[src/rtl/divu_hilo_unit.sv]
// divu_hilo_unit: multi-cycle unsigned restoring divider owning the HI/LO pair.
// A divu takes WIDTH iterations (one quotient bit per cycle). Later divu, mfhi
// or mflo instructions that reach EX while a division is in flight are held
// with a combinational stall until the DONE cycle.
module divu_hilo_unit #(
    parameter int          WIDTH    = 32,
    parameter logic [5:0]  ALU_divu = 6'b011011,
    parameter logic [5:0]  ALU_mfhi = 6'b010000,
    parameter logic [5:0]  ALU_mflo = 6'b010010
) (
    input  logic             clk,
    input  logic             rst,
    input  logic             op_valid,
    input  logic [5:0]       ALUOperation,
    input  logic [WIDTH-1:0] a,
    input  logic [WIDTH-1:0] b,
    output logic [WIDTH-1:0] result,
    output logic             stall,
    output logic             div_done,
    output logic [WIDTH-1:0] hi,
    output logic [WIDTH-1:0] lo
);

    localparam int CW = (WIDTH > 1) ? $clog2(WIDTH) : 1;

    localparam logic [1:0] S_IDLE = 2'd0;
    localparam logic [1:0] S_BUSY = 2'd1;
    localparam logic [1:0] S_DONE = 2'd2;

    // One restoring-division step. The partial remainder is shifted left with
    // the next dividend bit into a WIDTH+1-bit value and the divisor is trial
    // subtracted. Returns {new remainder, new quotient bit}. The kept
    // remainder is always below the divisor, so it fits in WIDTH bits.
    function automatic logic [WIDTH:0] div_step(
        input logic [WIDTH-1:0] rem,
        input logic             q_msb,
        input logic [WIDTH-1:0] dvsr
    );
        logic [WIDTH:0] shifted;
        logic [WIDTH:0] trial;
        logic [WIDTH:0] res;
        shifted = {rem, q_msb};
        trial   = shifted - {1'b0, dvsr};
        if (trial[WIDTH] == 1'b0) begin
            res = {trial[WIDTH-1:0], 1'b1};
        end else begin
            res = {shifted[WIDTH-1:0], 1'b0};
        end
        return res;
    endfunction

    logic [1:0]       state_r;
    logic [WIDTH-1:0] quot_r;
    logic [WIDTH-1:0] divisor_r;
    logic [WIDTH-1:0] rem_r;
    logic [CW-1:0]    cnt_r;
    logic [WIDTH-1:0] hi_r;
    logic [WIDTH-1:0] lo_r;
    logic             div_done_r;

    logic [WIDTH:0]   step_s;
    logic [WIDTH-1:0] rem_next_s;
    logic [WIDTH-1:0] quot_next_s;
    logic             is_divu_s;
    logic             is_mfhi_s;
    logic             is_mflo_s;
    logic             can_accept_s;
    logic             accept_s;
    logic             last_iter_s;

    // Datapath for the current iteration and operation decode.
    always_comb begin
        step_s       = div_step(rem_r, quot_r[WIDTH-1], divisor_r);
        rem_next_s   = step_s[WIDTH:1];
        quot_next_s  = {quot_r[WIDTH-2:0], step_s[0]};
        is_divu_s    = (ALUOperation == ALU_divu);
        is_mfhi_s    = (ALUOperation == ALU_mfhi);
        is_mflo_s    = (ALUOperation == ALU_mflo);
        can_accept_s = (state_r == S_IDLE) || (state_r == S_DONE);
        accept_s     = op_valid & is_divu_s & can_accept_s;
        last_iter_s  = (cnt_r == CW'(WIDTH - 1));
    end

    // Pipeline freeze while a division is in flight and EX needs the unit.
    always_comb begin
        if (op_valid && (state_r == S_BUSY) && (is_divu_s || is_mfhi_s || is_mflo_s)) begin
            stall = 1'b1;
        end else begin
            stall = 1'b0;
        end
    end

    // HI/LO read mux; follows ALUOperation regardless of op_valid.
    always_comb begin
        if (is_mfhi_s) begin
            result = hi_r;
        end else if (is_mflo_s) begin
            result = lo_r;
        end else begin
            result = {WIDTH{1'b0}};
        end
    end

    // Division FSM, iteration registers and HI/LO; reset overrides everything.
    always_ff @(posedge clk) begin
        if (rst) begin
            state_r    <= S_IDLE;
            quot_r     <= {WIDTH{1'b0}};
            divisor_r  <= {WIDTH{1'b0}};
            rem_r      <= {WIDTH{1'b0}};
            cnt_r      <= {CW{1'b0}};
            hi_r       <= {WIDTH{1'b0}};
            lo_r       <= {WIDTH{1'b0}};
            div_done_r <= 1'b0;
        end else begin
            div_done_r <= 1'b0;
            case (state_r)
                S_IDLE, S_DONE: begin
                    if (accept_s) begin
                        quot_r    <= a;
                        divisor_r <= b;
                        rem_r     <= {WIDTH{1'b0}};
                        cnt_r     <= {CW{1'b0}};
                        state_r   <= S_BUSY;
                    end else begin
                        state_r   <= S_IDLE;
                    end
                end
                S_BUSY: begin
                    rem_r  <= rem_next_s;
                    quot_r <= quot_next_s;
                    cnt_r  <= cnt_r + CW'(1);
                    if (last_iter_s) begin
                        hi_r       <= rem_next_s;
                        lo_r       <= quot_next_s;
                        div_done_r <= 1'b1;
                        cnt_r      <= {CW{1'b0}};
                        state_r    <= S_DONE;
                    end else begin
                        state_r    <= S_BUSY;
                    end
                end
                default: begin
                    state_r <= S_IDLE;
                end
            endcase
        end
    end

    assign hi       = hi_r;
    assign lo       = lo_r;
    assign div_done = div_done_r;

endmodule

[config.mk]
export PLATFORM = sky130hd
export DESIGN_NAME = divu_hilo_unit
export DESIGN_NICKNAME = d
export VERILOG_FILES = /design/src/rtl/divu_hilo_unit.sv
export SDC_FILE = /design/constraint.sdc
export NUM_CORES = 1
export LEC_CHECK = 0
export ABC_CLOCK_PERIOD_IN_PS = 3400
export CAP_MARGIN = 20
export CORE_MARGIN = 2
export CORE_UTILIZATION = 50
export CTS_CLUSTER_DIAMETER = 30
export CTS_CLUSTER_SIZE = 12
export DETAILED_ROUTE_END_ITERATION = 7
export PLACE_DENSITY = 0.8
export RECOVER_POWER = 25
export SETUP_SLACK_MARGIN = 0.2
export SYNTH_ARGS = -nofsm -noshare
export SYNTH_HDL_FRONTEND = slang
export SYNTH_SLANG_ARGS = --single-unit
[constraint.sdc]
create_clock -name clk -period 3.4 [get_ports clk]
set_input_delay 0.85 -clock clk [delete_from_list [all_inputs] [get_ports clk]]
set_output_delay 0.85 -clock clk [all_outputs]
set_load 0.02 [all_outputs]
Yosys cells after proc, flatten, opt, wreduce, memory -nomap -nowiden
Index checks and enable logic that the tools add are counted.
W data, S select, Z words.

word-level totals
  register bits = 168
  bits in latches = 0
  bits in writable memories = 0
  ROM bits = 0
  input port bits = 73
  output and inout port bits = 98
  logic and storage cells = 47
  memories kept = 0

operators by class
  add/sub/neg operators = 2
  $mul = 0
  div/mod/pow operators = 0
  magnitude comparators = 0
  eq/ne operators = 7
  shifts and indexed selects = 0
  multiplexer cells = 15
  bitwise gates (word level) = 3
  reduce and logical (&&, ||, !) cells = 12

operators with widths
  operator               count
  $mux W32               4
  $pmux W32 S2           2
  $mux W33               1
  $sub A33 B32 Y33       1
  $eq A6 B5 Y1 const B   3
  $mux W5                2
  $pmux W5 S2            1
  $reduce_and A2 Y1      3
  $add A5 B1 Y5 const B  1
  $eq A5 B5 Y1 const B   1
  $pmux W2 S2            1
  $reduce_or A2 Y1       2
  $logic_or A1 B1 Y1     3
  $mux W1                3
  $and A1 B1 Y1          2
  $eq A2 B1 Y1 const B   1
  $eq A2 B2 Y1 const B   1
  $logic_and A1 B1 Y1    2
  $logic_not A2 Y1       1
  $mux W2                1
  $ne A2 B2 Y1 const B   1
  $reduce_bool A2 Y1     1
  $not A1 Y1             1

Longest topological paths before layout
Gate-level depths: netlist of the first run.

  word-level depth = 5
  mapped depth = 13
  gate-level depth less buffers = 12

Least setup slack after synthesis of the first run
Ideal clock, no wire load.

  path type = flip-flop to flip-flop
  start = register quot_r[31]
  end = register hi_r[23], in the netlist hi[23]
  setup time = 0.142 ns
  arrival = 2.680 ns
  data required time = 3.258 ns
  path slack = 0.578 ns
  cell stages (with the launch flop) = 14
  buffers on the path = 1
  clock period less this slack = 2.822 ns
  path through = dfxtp_1 > inv_1 > ha_1 > fa_1 > nand2b_1 > a21oi_2 > o21ai_2 > o21ai_2 > a21oi_2 > o21ai_4 > xor2_4 > buf_6 > mux2i_1 > a211oi_2

on the way
  word-level cells in the longest chain between the ends = 2

ends and longest elaborated chain
  item                      line  source
  start: declaration        53    logic [WIDTH-1:0] quot_r;
  start signal: assignment  108   quot_r <= {WIDTH{1'b0}};
  start signal: assignment  131   quot_r <= quot_next_s;
  $sub A33 B32 Y33          43    trial = shifted - {1'b0, dvsr};
  $mux W33                  44    if (trial[WIDTH] == 1'b0) begin
  end signal: assignment    112   hi_r <= {WIDTH{1'b0}};
  end signal: assignment    134   hi_r <= rem_next_s;
  end: declaration          57    logic [WIDTH-1:0] hi_r;

Every way passes these cells.
A chain may end at the register's enable or synchronous reset.

Worst setup path in the final report of the first run
  start = register quot_r[31]
  end = register hi_r[26], in the netlist hi[26]

Same word-level chain as after synthesis.

==> results.txt, run 1 <==
run status - complete, no violations
fin nets - 1343
die width - 137 um
number of pins with negative max-slew slack in the final report - 0
post-layout instance count excluding filler cells - 1473
power density normalized to cell area - 377 nW/um2
number of vias per cell - 5.57
placed instance count - 1436
Simple-Gate Fraction of Synth Area - 19.8%
fraction of the mapped netlist area in compound gates - 21.0%
Hold Fails Final Rpt - 0
critical hold path startpoint - divisor_r[12]$_SDFFE_PP0P_
I/O pins - 171
DRT Pass-1 Iters - 6
portion of the clock cycle consumed by the worst path in the final layout - 90.4%
synthesized net count - 1204
worst min path class - reg2reg
crit path capture type - register
number of routed nets with antenna violations - 0
start point of the critical path - quot_r[31]$_SDFFE_PP0P_
synthesis-to-finish area growth - 29.4%
Peak Freq - 0.325 GHz
count of port buffers added during placement - 170
Max-cap violations - 0
total of flip-flops plus latches after synthesis - 168
placed wire-length estimate - 17300 um
final setup violating endpoints - 0
count of cells along the worst hold path - 2
count of mapped cells out of synthesis - 1096
slew at the pin closest to its max-slew limit - 1320 ps
ratio of cells with drive above 1 in the final layout - 10.6%
Crit Path Class - reg2reg
required time of the critical path - 3660 ps
CTS H-tree lvls - 4
largest net degree at the start of global routing - 67
Arr. time, crit path - 3340 ps
initial DRC count - 521
CP max FO - 8
syn avg cell area - 8.02 um2
via count of the first global-routing pass - 7657
most used flip-flop cell after synthesis - sky130_fd_sc_hd__dfxtp_1
total grt overflow - 0
unrepaired setup endpoints after global routing - no
mux share of post-synthesis cell area - 7.06%
number of clock sinks - 168
EDFF count, synth - 0
CTS tree - done
worst-case vdd ir drop - 0.429 mV
antenna cell count - 0
min Tclk post-route - 3070 ps
number of buffers added by the clock tree synthesis step - 17
cell at the root of the clock tree - sky130_fd_sc_hd__clkbuf_16
Placement Rows - 48
total track usage - 25.8%
initial antenna violation count - 0
DRC violations left - 0
vias after detailed routing - 8208
startpoint kind of the worst setup timing path - register
die height - 137 um
leak pwr - 4.47 nW
wirelength, routed - 25000 um
fraction of registers with async set or reset after synthesis - 0%
XOR/XNOR Fraction of Synth Area - 3.40%
post-synth design cell area - 8790 um2
Seq/Total Area, Yosys - 38.3%
storage element area - 3360 um2
total negative slack for setup checks - 0 ps
Crit Reg-Reg Startpoint - quot_r[31]$_SDFFE_PP0P_
Initial Util - 51.0%
clock transition at the registers of the reported paths - 70 ps
warning count from the yosys run - 0
number of distinct standard cells referenced by the synthesized netlist - 69
per-cell routed wire length - 17.0 um
global-route wire length before repair - 38300 um
clock latency of the later-clocked register in the worst-skew pair - 420 ps
routability cong. - 0.902
CTS Buffer Depth - 2
main combinational cell family by area after synthesis - compound AO/OA/AOI/OAI gates
Layout fillers - 1428
total power - 0.00429 W
area occupied by multi-input gates - 5090 um2
normalized max-slew margin - 11.8%
worst clock skew on the final layout - 9.55 ps
Post-Synth Adder-Cell Area - 5.07%
die area - 18700 um2
Core Area - 17200 um2
r2r worst-path depth - 14
metal layers:
metal	up-vias	part of all wire (%)	track usage [%]
met3	30	6.4	5.96
met5	-	0	0
met1	3849	43	32.8
li1	4047	-	-
met4	0	1.6	7.00
met2	282	49	43.9
worst paths after layout:
kind                                      to  slack (ps)
setup / recovery         hi[26]$_SDFFE_PP0P_         330
hold / removal    divisor_r[12]$_SDFFE_PP0P_         460
setup reg to reg         hi[26]$_SDFFE_PP0P_         330
hold reg to reg   divisor_r[12]$_SDFFE_PP0P_         460
area by class of cell:
class                   count  share of cell area, %
clock inverters            14                   1.24
multi-input cells         816                   44.8
clock buffers              18                   3.77
well taps                 225                   2.47
repair buffers            196                   17.0
flip-flops and latches    168                   29.6
inverters                  36                   1.19
registers in the layout (all words and copies together) (netlist names):
register and cells:
hi 32, state_r 2, lo 32, rem_r 32
div_done 1, quot_r 32, cnt_r 5, divisor_r 32
through the flow:
stage	setup WS [ps]	hold WS (ps)	utilization, %	cell area [um2]
after floorplan	578	436	-	8790
after global placement	104	443	61.8	10700
after detailed placement	75.1	447	61.8	10700
after CTS	208	457	64.9	11200
after global routing	192	475	66.0	11400
final	325	456	66.0	11400
report_power, final:
part	internal (W)	leakage, nW	switching [W]
Combinational	0.000220	2.85	0.000208
Clock	0.00103	0.260	0.000859
Sequential	0.00197	1.35	0.00000562
cell usage in the layout, fill, tap and decap left out, drive strengths merged, types with 10 or more instances in the layout:
| cell type | synthesis | layout |
|---|---|---|
| nand2 | 254 | 254 |
| dfxtp | 168 | 168 |
| nor2 | 120 | 120 |
| a21oi | 97 | 97 |
| clkdlybuf4s50 | 0 | 85 |
| mux2i | 62 | 62 |
| dlygate4sd3 | 0 | 50 |
| o21ai | 47 | 47 |
| inv | 36 | 42 |
| ha | 34 | 34 |
| dlygate4sd2 | 0 | 33 |
| a311oi | 31 | 31 |
| a211oi | 31 | 31 |
| buf | 17 | 25 |
| clkbuf | 59 | 21 |
| xnor2 | 20 | 20 |
| xor2 | 12 | 12 |
| nand3 | 11 | 11 |
| a21o | 10 | 10 |
critical path, cell delays in order, from the launching register on:
cell	delay (ps)
sky130_fd_sc_hd__dfxtp_1	350
sky130_fd_sc_hd__inv_1	50
sky130_fd_sc_hd__ha_1	220
sky130_fd_sc_hd__fa_2	360
sky130_fd_sc_hd__nand2b_4	170
sky130_fd_sc_hd__a21oi_4	190
sky130_fd_sc_hd__o21ai_2	100
sky130_fd_sc_hd__o21ai_2	250
sky130_fd_sc_hd__a21oi_4	110
sky130_fd_sc_hd__o21ai_4	180
sky130_fd_sc_hd__xor2_4	180
sky130_fd_sc_hd__buf_12	150
sky130_fd_sc_hd__buf_12	150
sky130_fd_sc_hd__mux2i_1	330
sky130_fd_sc_hd__a211oi_2	110
synthesized netlist by cell type, drive strengths merged, types with 6 or more instances:
library cell / n / share of area [%]
a311oi: 31 / 3.1
nand2b: 6 / 0.43
dfxtp: 168 / 38
xor2: 12 / 1.4
a211oi: 31 / 4.1
clkbuf: 59 / 2.6
ha: 34 / 4.8
o21a: 7 / 0.60
xnor2: 20 / 2.0
nand2: 254 / 11
mux2i: 62 / 7.1
inv: 36 / 1.5
and2: 6 / 0.46
o21ai: 47 / 2.9
and3: 7 / 0.58
buf: 17 / 1.3
a21o: 10 / 0.87
nand3: 11 / 0.63
a21oi: 97 / 5.6
nor2: 120 / 5.2
cells by family (layout without fill, tap and decap cells):
family          after synthesis  count (layout)
buf+inv                     112             264
compound gates              262             262
xor+xnor                     32              32
flops                       168             168
mux                          62              62
fa+ha+maj                    35              35
simple gates                425             425
what timing repair did:
action	in CTS	in global routing
hold buffers	0	0
gates resized for setup	33	27
pin swaps	0	3
setup endpoints to repair	33	57
setup buffers	0	1
gates cloned	0	3
No activity file was read; power rests on OpenSTA's default activity.
==> inputs of run 2 (changes only) <==
--- a/config.mk
+++ b/config.mk
@@ -12,7 +12,7 @@
 export CTS_CLUSTER_DIAMETER = 30
 export CTS_CLUSTER_SIZE = 12
 export DETAILED_ROUTE_END_ITERATION = 7
-export PLACE_DENSITY = 0.8
+export PLACE_DENSITY = 0.77
 export RECOVER_POWER = 25
 export SETUP_SLACK_MARGIN = 0.2
 export SYNTH_ARGS = -nofsm -noshare
==> run 2 against run 1 <==
Cell area grew 0.46%. Clock power is essentially flat. Flip-flop and latch count is the same. Setup slack lost 56 ps. Sequential share of layout area shrank 0.12 points. Die area is the same. Global-route usage shrank 0.086 points. Worst hold slack gained 0.69 ps. First-iteration DRC count shrank 21%. Cell count grew 0.41%. Sequential power is essentially flat. Critical endpoint is now hi[12]$_SDFFE_PP0P_. Utilization grew 0.30 points.
==> results.txt, run 2 (synthesis results as in run 1) <==
run status - complete, no violations
clock latency of the later-clocked register in the worst-skew pair - 440 ps (+20 ps)
initial antenna violation count - 0 (unchanged)
CTS tree - done
Max-cap violations - 0 (unchanged)
normalized max-slew margin - 27.8% (+16 points)
switching component of the power - 0.00112 W (+4.6%)
worst min path class - reg2reg
number of pins with negative max-slew slack in the final report - 0 (unchanged)
initial DRC count - 410 (-21%)
worst hold margin - 456 ps (+0.691 ps)
most common cell after layout, fill and taps aside - sky130_fd_sc_hd__nand2_1
count of cells along the worst hold path - 2 (unchanged)
wirelength, routed - 24200 um (-3.4%)
logic gate share of total power - 9.7% (-0.3 points)
final setup violating endpoints - 0 (unchanged)
placed wire-length estimate - 17400 um (+0.75%)
fraction of power spent switching nets - 26.1% (+1.2 points)
total track usage - 25.8% (-0.086 points)
Layout fillers - 1467 (+2.7%)
global-route wire length before repair - 38300 um (about the same)
total negative slack for setup checks - 0 ps (unchanged)
Core Area - 17200 um2 (unchanged)
clock transition at the registers of the reported paths - 70 ps (about the same)
storage element area - 3360 um2 (about the same)
Peak Freq - 0.319 GHz (-1.8%)
cell-internal power - 0.00317 W (-1.6%)
leak pwr - 4.52 nW (+1.2%)
Hold Fails Final Rpt - 0 (unchanged)
most frequent cells in the layout - sky130_fd_sc_hd__nand2_1, sky130_fd_sc_hd__dfxtp_1, sky130_fd_sc_hd__nor2_1
via count of the first global-routing pass - 7649 (-0.10%)
capturing point of the worst reg2reg path - hi[12]$_SDFFE_PP0P_
worst clock skew on the final layout - 13.8 ps (+4.24 ps)
DRC violations left - 0 (unchanged)
count of port buffers added during placement - 170 (unchanged)
crit path capture type - register
portion of the clock cycle consumed by the worst path in the final layout - 92.1% (+1.7 points)
Arr. time, crit path - 3440 ps (+100 ps)
startpoint kind of the worst setup timing path - register
per-cell routed wire length - 16.3 um (-3.8%)
Initial Util - 51.0% (unchanged)
CTS Buffer Depth - 2 (unchanged)
die width - 137 um (unchanged)
largest net degree at the start of global routing - 51 (-24%)
number of vias per cell - 5.47 (-1.8%)
relative contribution of the clock network to total power - 44.2% (+0.3 points)
critical hold path startpoint - divisor_r[15]$_SDFFE_PP0P_
fin nets - 1349 (+0.45%)
CP max FO - 7 (-1)
CTS Hold Bufs - 0 (unchanged)
start point of the critical path - quot_r[31]$_SDFFE_PP0P_
die height - 137 um (unchanged)
end of the worst hold path - divisor_r[15]$_SDFFE_PP0P_
r2r worst-path depth - 14 (unchanged)
Placement Rows - 48 (unchanged)
worst setup timing slack at the placement stage - 70.1 ps (-5.02 ps)
min Tclk post-route - 3130 ps (+56.3 ps)
worst reg-to-reg setup slack - 270 ps (-60 ps)
synthesis-to-finish area growth - 30.0%
slew at the pin closest to its max-slew limit - 1080 ps (-240 ps)
die area - 18700 um2 (unchanged)
total grt overflow - 0 (unchanged)
unrepaired setup endpoints after global routing - no
cell at the root of the clock tree - sky130_fd_sc_hd__clkbuf_16
worst-case vdd ir drop - 0.369 mV (-14%)
number of routed nets with antenna violations - 0 (unchanged)
Crit Path Class - reg2reg
I/O pins - 171 (unchanged)
ratio of cells with drive above 1 in the final layout - 11.0% (+0.43 points)
number of clock sinks - 168 (unchanged)
routability cong. - 0.871 (-3.5%)
required time of the critical path - 3710 ps (+50 ps)
share of total power in sequential cells - 46.1% (about the same)
vias after detailed routing - 8097 (-1.4%)
power density normalized to cell area - 375 nW/um2 (-0.50%)
DRT Pass-1 Iters - 5 (-1)
Crit Reg-Reg Startpoint - quot_r[31]$_SDFFE_PP0P_
antenna cell count - 0 (unchanged)
CTS H-tree lvls - 4 (unchanged)
final critical-path setup slack - 269 ps (-56.3 ps)
number of buffers added by the clock tree synthesis step - 17 (unchanged)
area occupied by multi-input gates - 5090 um2 (unchanged)
[run 2: worst max-delay path, cell delays in order (launching register included)]
cell	delay, ps
sky130_fd_sc_hd__dfxtp_2	340
sky130_fd_sc_hd__inv_1	40
sky130_fd_sc_hd__ha_1	210
sky130_fd_sc_hd__fa_2	350
sky130_fd_sc_hd__nand2b_1	190
sky130_fd_sc_hd__a21oi_2	180
sky130_fd_sc_hd__o21ai_2	100
sky130_fd_sc_hd__o21ai_4	240
sky130_fd_sc_hd__a21oi_4	110
sky130_fd_sc_hd__o21ai_4	190
sky130_fd_sc_hd__xor2_4	370
sky130_fd_sc_hd__clkbuf_16	260
sky130_fd_sc_hd__mux2i_1	190
sky130_fd_sc_hd__buf_4	150
sky130_fd_sc_hd__a211oi_2	50
[run 2: how the worst max path moves through the flow]
stage                           to  slack, ps  depth (start not counted)
6_report       hi[12]$_SDFFE_PP0P_        270                         14
4_1_cts        hi[23]$_SDFFE_PP0P_        250                         14
5_1_grt        hi[31]$_SDFFE_PP0P_        140                         13
3_5_place_dp             result[4]         70                          6
2_1_floorplan  hi[23]$_SDFFE_PP0P_        580                         13
3_3_place_gp             result[4]         70                          6
[run 2: timing repair]
action	in CTS	in global routing
gates resized for setup	33	29
endpoints found under the setup margin	33	46
buffers inserted	0	2
pin swaps	0	5
gates cloned	0	3
[run 2: final cells by class]
cell class / instances / share of cell area (%)
multi-input combinational: 816 / 44.6
sequential: 168 / 29.4
timing repair buffer: 202 / 17.3
clock buffer: 17 / 3.72
tap: 225 / 2.46
clock inverter: 15 / 1.36
inverter: 36 / 1.18
[run 2: through the flow]
stage	utilization [%]	instances	area [um2]	total power (W)
after floorplan	-	1096	8790	0.00225
after global placement	62.0	1442	10700	0.00238
after detailed placement	62.0	1442	10700	0.00238
after CTS	65.1	1474	11200	0.00425
after global routing	66.3	1479	11400	0.00443
final	66.3	1479	11400	0.00429
[run 2: layer usage]
metal,wire (um),global-route usage [%],part of all wire (%)
met5,0,0,0
met4,410,7.81,1.7
met3,1270,4.63,5.2
met2,11900,44.6,49
met1,10600,32.5,44
[run 2: power by group through the flow]
stage          sequential [W]  combinational (W)  clock, W
3_3_place_gp          0.00202           0.000353         0
3_5_place_dp          0.00202           0.000356         0
6_report              0.00198           0.000418   0.00190
2_1_floorplan         0.00202           0.000222         0
5_1_grt               0.00198           0.000447   0.00200
4_1_cts               0.00198           0.000358   0.00192
==> inputs of run 3 (changes only) <==
--- a/config.mk
+++ b/config.mk
@@ -7,14 +7,15 @@
 export LEC_CHECK = 0
 export ABC_CLOCK_PERIOD_IN_PS = 3400
 export CAP_MARGIN = 20
-export CORE_MARGIN = 2
+export CORE_MARGIN = 3
 export CORE_UTILIZATION = 50
 export CTS_CLUSTER_DIAMETER = 30
-export CTS_CLUSTER_SIZE = 12
+export CTS_CLUSTER_SIZE = 40
 export DETAILED_ROUTE_END_ITERATION = 7
 export PLACE_DENSITY = 0.77
 export RECOVER_POWER = 25
 export SETUP_SLACK_MARGIN = 0.2
+export SKIP_CTS_REPAIR_TIMING = 1
 export SYNTH_ARGS = -nofsm -noshare
 export SYNTH_HDL_FRONTEND = slang
 export SYNTH_SLANG_ARGS = --single-unit
==> run 3 against run 2 <==
Utilization up 1.6 points. Largest cell class unchanged. Non-clock buffer count down 6. Clock-buffer cell count up 1. Largest power group unchanged. Setup slack worse by 38 ps. Critical path type unchanged. Maximum frequency down 1.2%. Wire length about the same.
==> results.txt, run 3 (synthesis results as in run 1) <==
number of clock sinks - 168 (unchanged)
clock transition at the registers of the reported paths - 70 ps (about the same)
Max-cap violations - 0 (unchanged)
leak pwr - 4.95 nW (+9.5%)
total track usage - 23.9% (-1.8 points)
logic gate share of total power - 9.2% (-0.5 points)
global-route wire length before repair - 38300 um (about the same)
Hold Fails Final Rpt - 0 (unchanged)
count of port buffers added during placement - 170 (unchanged)
DRC violations left - 0 (unchanged)
DRT Pass-1 Iters - 4 (-1)
Arr. time, crit path - 3430 ps (about the same)
crit path capture type - register
final setup violating endpoints - 0 (unchanged)
Placement Rows - 47 (-2.1%)
routability cong. - 0.921 (+5.8%)
clock latency of the later-clocked register in the worst-skew pair - 430 ps (about the same)
placed wire-length estimate - 17300 um (-0.70%)
largest net degree at the start of global routing - 65 (+27%)
global-route met3 utilization - 5.03% (+0.40 points)
relative contribution of the clock network to total power - 44.7% (+0.5 points)
number of pins with negative max-slew slack in the final report - 0 (unchanged)
ratio of cells with drive above 1 in the final layout - 10.0% (-0.99 points)
grt peak-use layer - met2
CTS Buffer Depth - 2 (unchanged)
slew at the pin closest to its max-slew limit - 1220 ps (+137 ps)
portion of the clock cycle consumed by the worst path in the final layout - 93.2% (+1.1 points)
number of buffers added by the clock tree synthesis step - 17 (unchanged)
Initial Util - 52.1% (+1.1 points)
total negative slack for setup checks - 0 ps (unchanged)
Global Route met2 Usage - 43.4% (-1.2 points)
switching component of the power - 0.00112 W (-0.56%)
number of routed nets with antenna violations - 0 (unchanged)
total grt overflow - 0 (unchanged)
CP max FO - 9 (+2)
Core Area - 16900 um2 (-2.1%)
final design instance area without fill - 11500 um2 (+0.23%)
initial antenna violation count - 0 (unchanged)
startpoint kind of the worst setup timing path - register
most frequent cells in the layout - sky130_fd_sc_hd__nand2_1, sky130_fd_sc_hd__dfxtp_1, sky130_fd_sc_hd__nor2_1
worst clock skew on the final layout - 9.65 ps (-4.15 ps)
CTS tree - done
CTS H-tree lvls - 4 (unchanged)
wirelength, routed - 24100 um (about the same)
total placed instance area - 10600 um2 (-0.55%)
fraction of power spent switching nets - 25.9% (-0.19 points)
Peak Freq - 0.316 GHz (-1.2%)
synthesis-to-finish area growth - 30.3%
min Tclk post-route - 3170 ps (+37.8 ps)
cell-internal power - 0.00318 W (+0.42%)
worst-case vdd ir drop - 0.353 mV (-4.3%)
number of vias per cell - 5.48 (+0.14%)
die width - 139 um (+1.5%)
die area - 19200 um2 (+2.9%)
worst min path class - reg2reg
power density normalized to cell area - 375 nW/um2 (about the same)
fin nets - 1343 (-0.44%)
run status - complete, no violations
antenna cell count - 0 (unchanged)
vias after detailed routing - 8048 (-0.61%)
die height - 139 um (+1.5%)
Crit Path Class - reg2reg
met1 track demand over resource in global routing - 28.9% (-3.6 points)
required time of the critical path - 3660 ps (-50 ps)
placed instance count - 1430 (-0.83%)
per-cell routed wire length - 16.4 um (+0.68%)
normalized max-slew margin - 18.7% (-9.1 points)
unrepaired setup endpoints after global routing - yes
most common cell after layout, fill and taps aside - sky130_fd_sc_hd__nand2_1
I/O pins - 171 (unchanged)
total power - 0.00430 W (+0.17%)
share of total power in sequential cells - 46.0% (about the same)
cell at the root of the clock tree - sky130_fd_sc_hd__clkbuf_16
via count of the first global-routing pass - 7694 (+0.59%)
initial DRC count - 434 (+5.9%)
post-layout instance count excluding filler cells - 1468 (-0.74%)
## run 3: cell types whose count changed in the layout (fill, tap and decap cells not counted), sizes merged
cell           delta
clkdlybuf4s50     +5
clkbuf            +3
dlymetal6s2s     +33
dlygate4sd3       -5
buf               -8
dlygate4sd2      -33
inv               +2
clkinv            -3
## run 3: final cells by class
cell class,count,area [um2]
Fill cell,1397,5420
Sequential cell,168,3360
Inverter,36,135
Clock buffer,18,439
Multi-Input combinational cell,816,5050
Timing Repair Buffer,196,2050
Clock inverter,14,153
Tap cell,220,275
## run 3: per-stage QoR
step	util [%]	hold slack (ps)	setup slack, ps
after global routing	67.9	473	129
final	67.9	453	231
after CTS	66.5	456	57.9
after global placement	63.0	444	76.4
after floorplan	-	436	578
after detailed placement	63.0	446	63.7
## run 3: power by group through the flow
stage / logic [W] / registers (W) / clock network, W
final: 0.000397 / 0.00198 / 0.00192
after global routing: 0.000423 / 0.00198 / 0.00204
after CTS: 0.000354 / 0.00198 / 0.00195
after detailed placement: 0.000351 / 0.00202 / 0
after global placement: 0.000349 / 0.00202 / 0
after floorplan: 0.000222 / 0.00202 / 0
## run 3: worst max-delay path, cell delays in order, from the launching register on
cell	delay, ps
sky130_fd_sc_hd__dfxtp_1	330
sky130_fd_sc_hd__inv_1	50
sky130_fd_sc_hd__ha_1	220
sky130_fd_sc_hd__fa_2	360
sky130_fd_sc_hd__nand2b_1	180
sky130_fd_sc_hd__a21oi_2	230
sky130_fd_sc_hd__o21ai_2	120
sky130_fd_sc_hd__o21ai_2	270
sky130_fd_sc_hd__a21oi_4	130
sky130_fd_sc_hd__o21ai_4	190
sky130_fd_sc_hd__xor2_4	240
sky130_fd_sc_hd__buf_4	260
sky130_fd_sc_hd__mux2i_2	330
sky130_fd_sc_hd__a211oi_2	100
## run 3: worst paths after layout
kind	startpoint	end	slack, ps	cells after the start
setup / recovery	quot_r[31]$_SDFFE_PP0P_	hi[26]$_SDFFE_PP0P_	230	13
hold / removal	divisor_r[10]$_SDFFE_PP0P_	divisor_r[10]$_SDFFE_PP0P_	450	2
setup reg to reg	quot_r[31]$_SDFFE_PP0P_	hi[26]$_SDFFE_PP0P_	230	13
hold reg to reg	divisor_r[10]$_SDFFE_PP0P_	divisor_r[10]$_SDFFE_PP0P_	450	2
## run 3: metal layers
metal  part of all wire (%)  wire length [um]  up-vias
li1                       -                 -     4041
met4                    1.2               279        0
met5                      0                 0        -
met2                     51             12300      170
met1                     43             10500     3814
met3                    4.3              1030       23
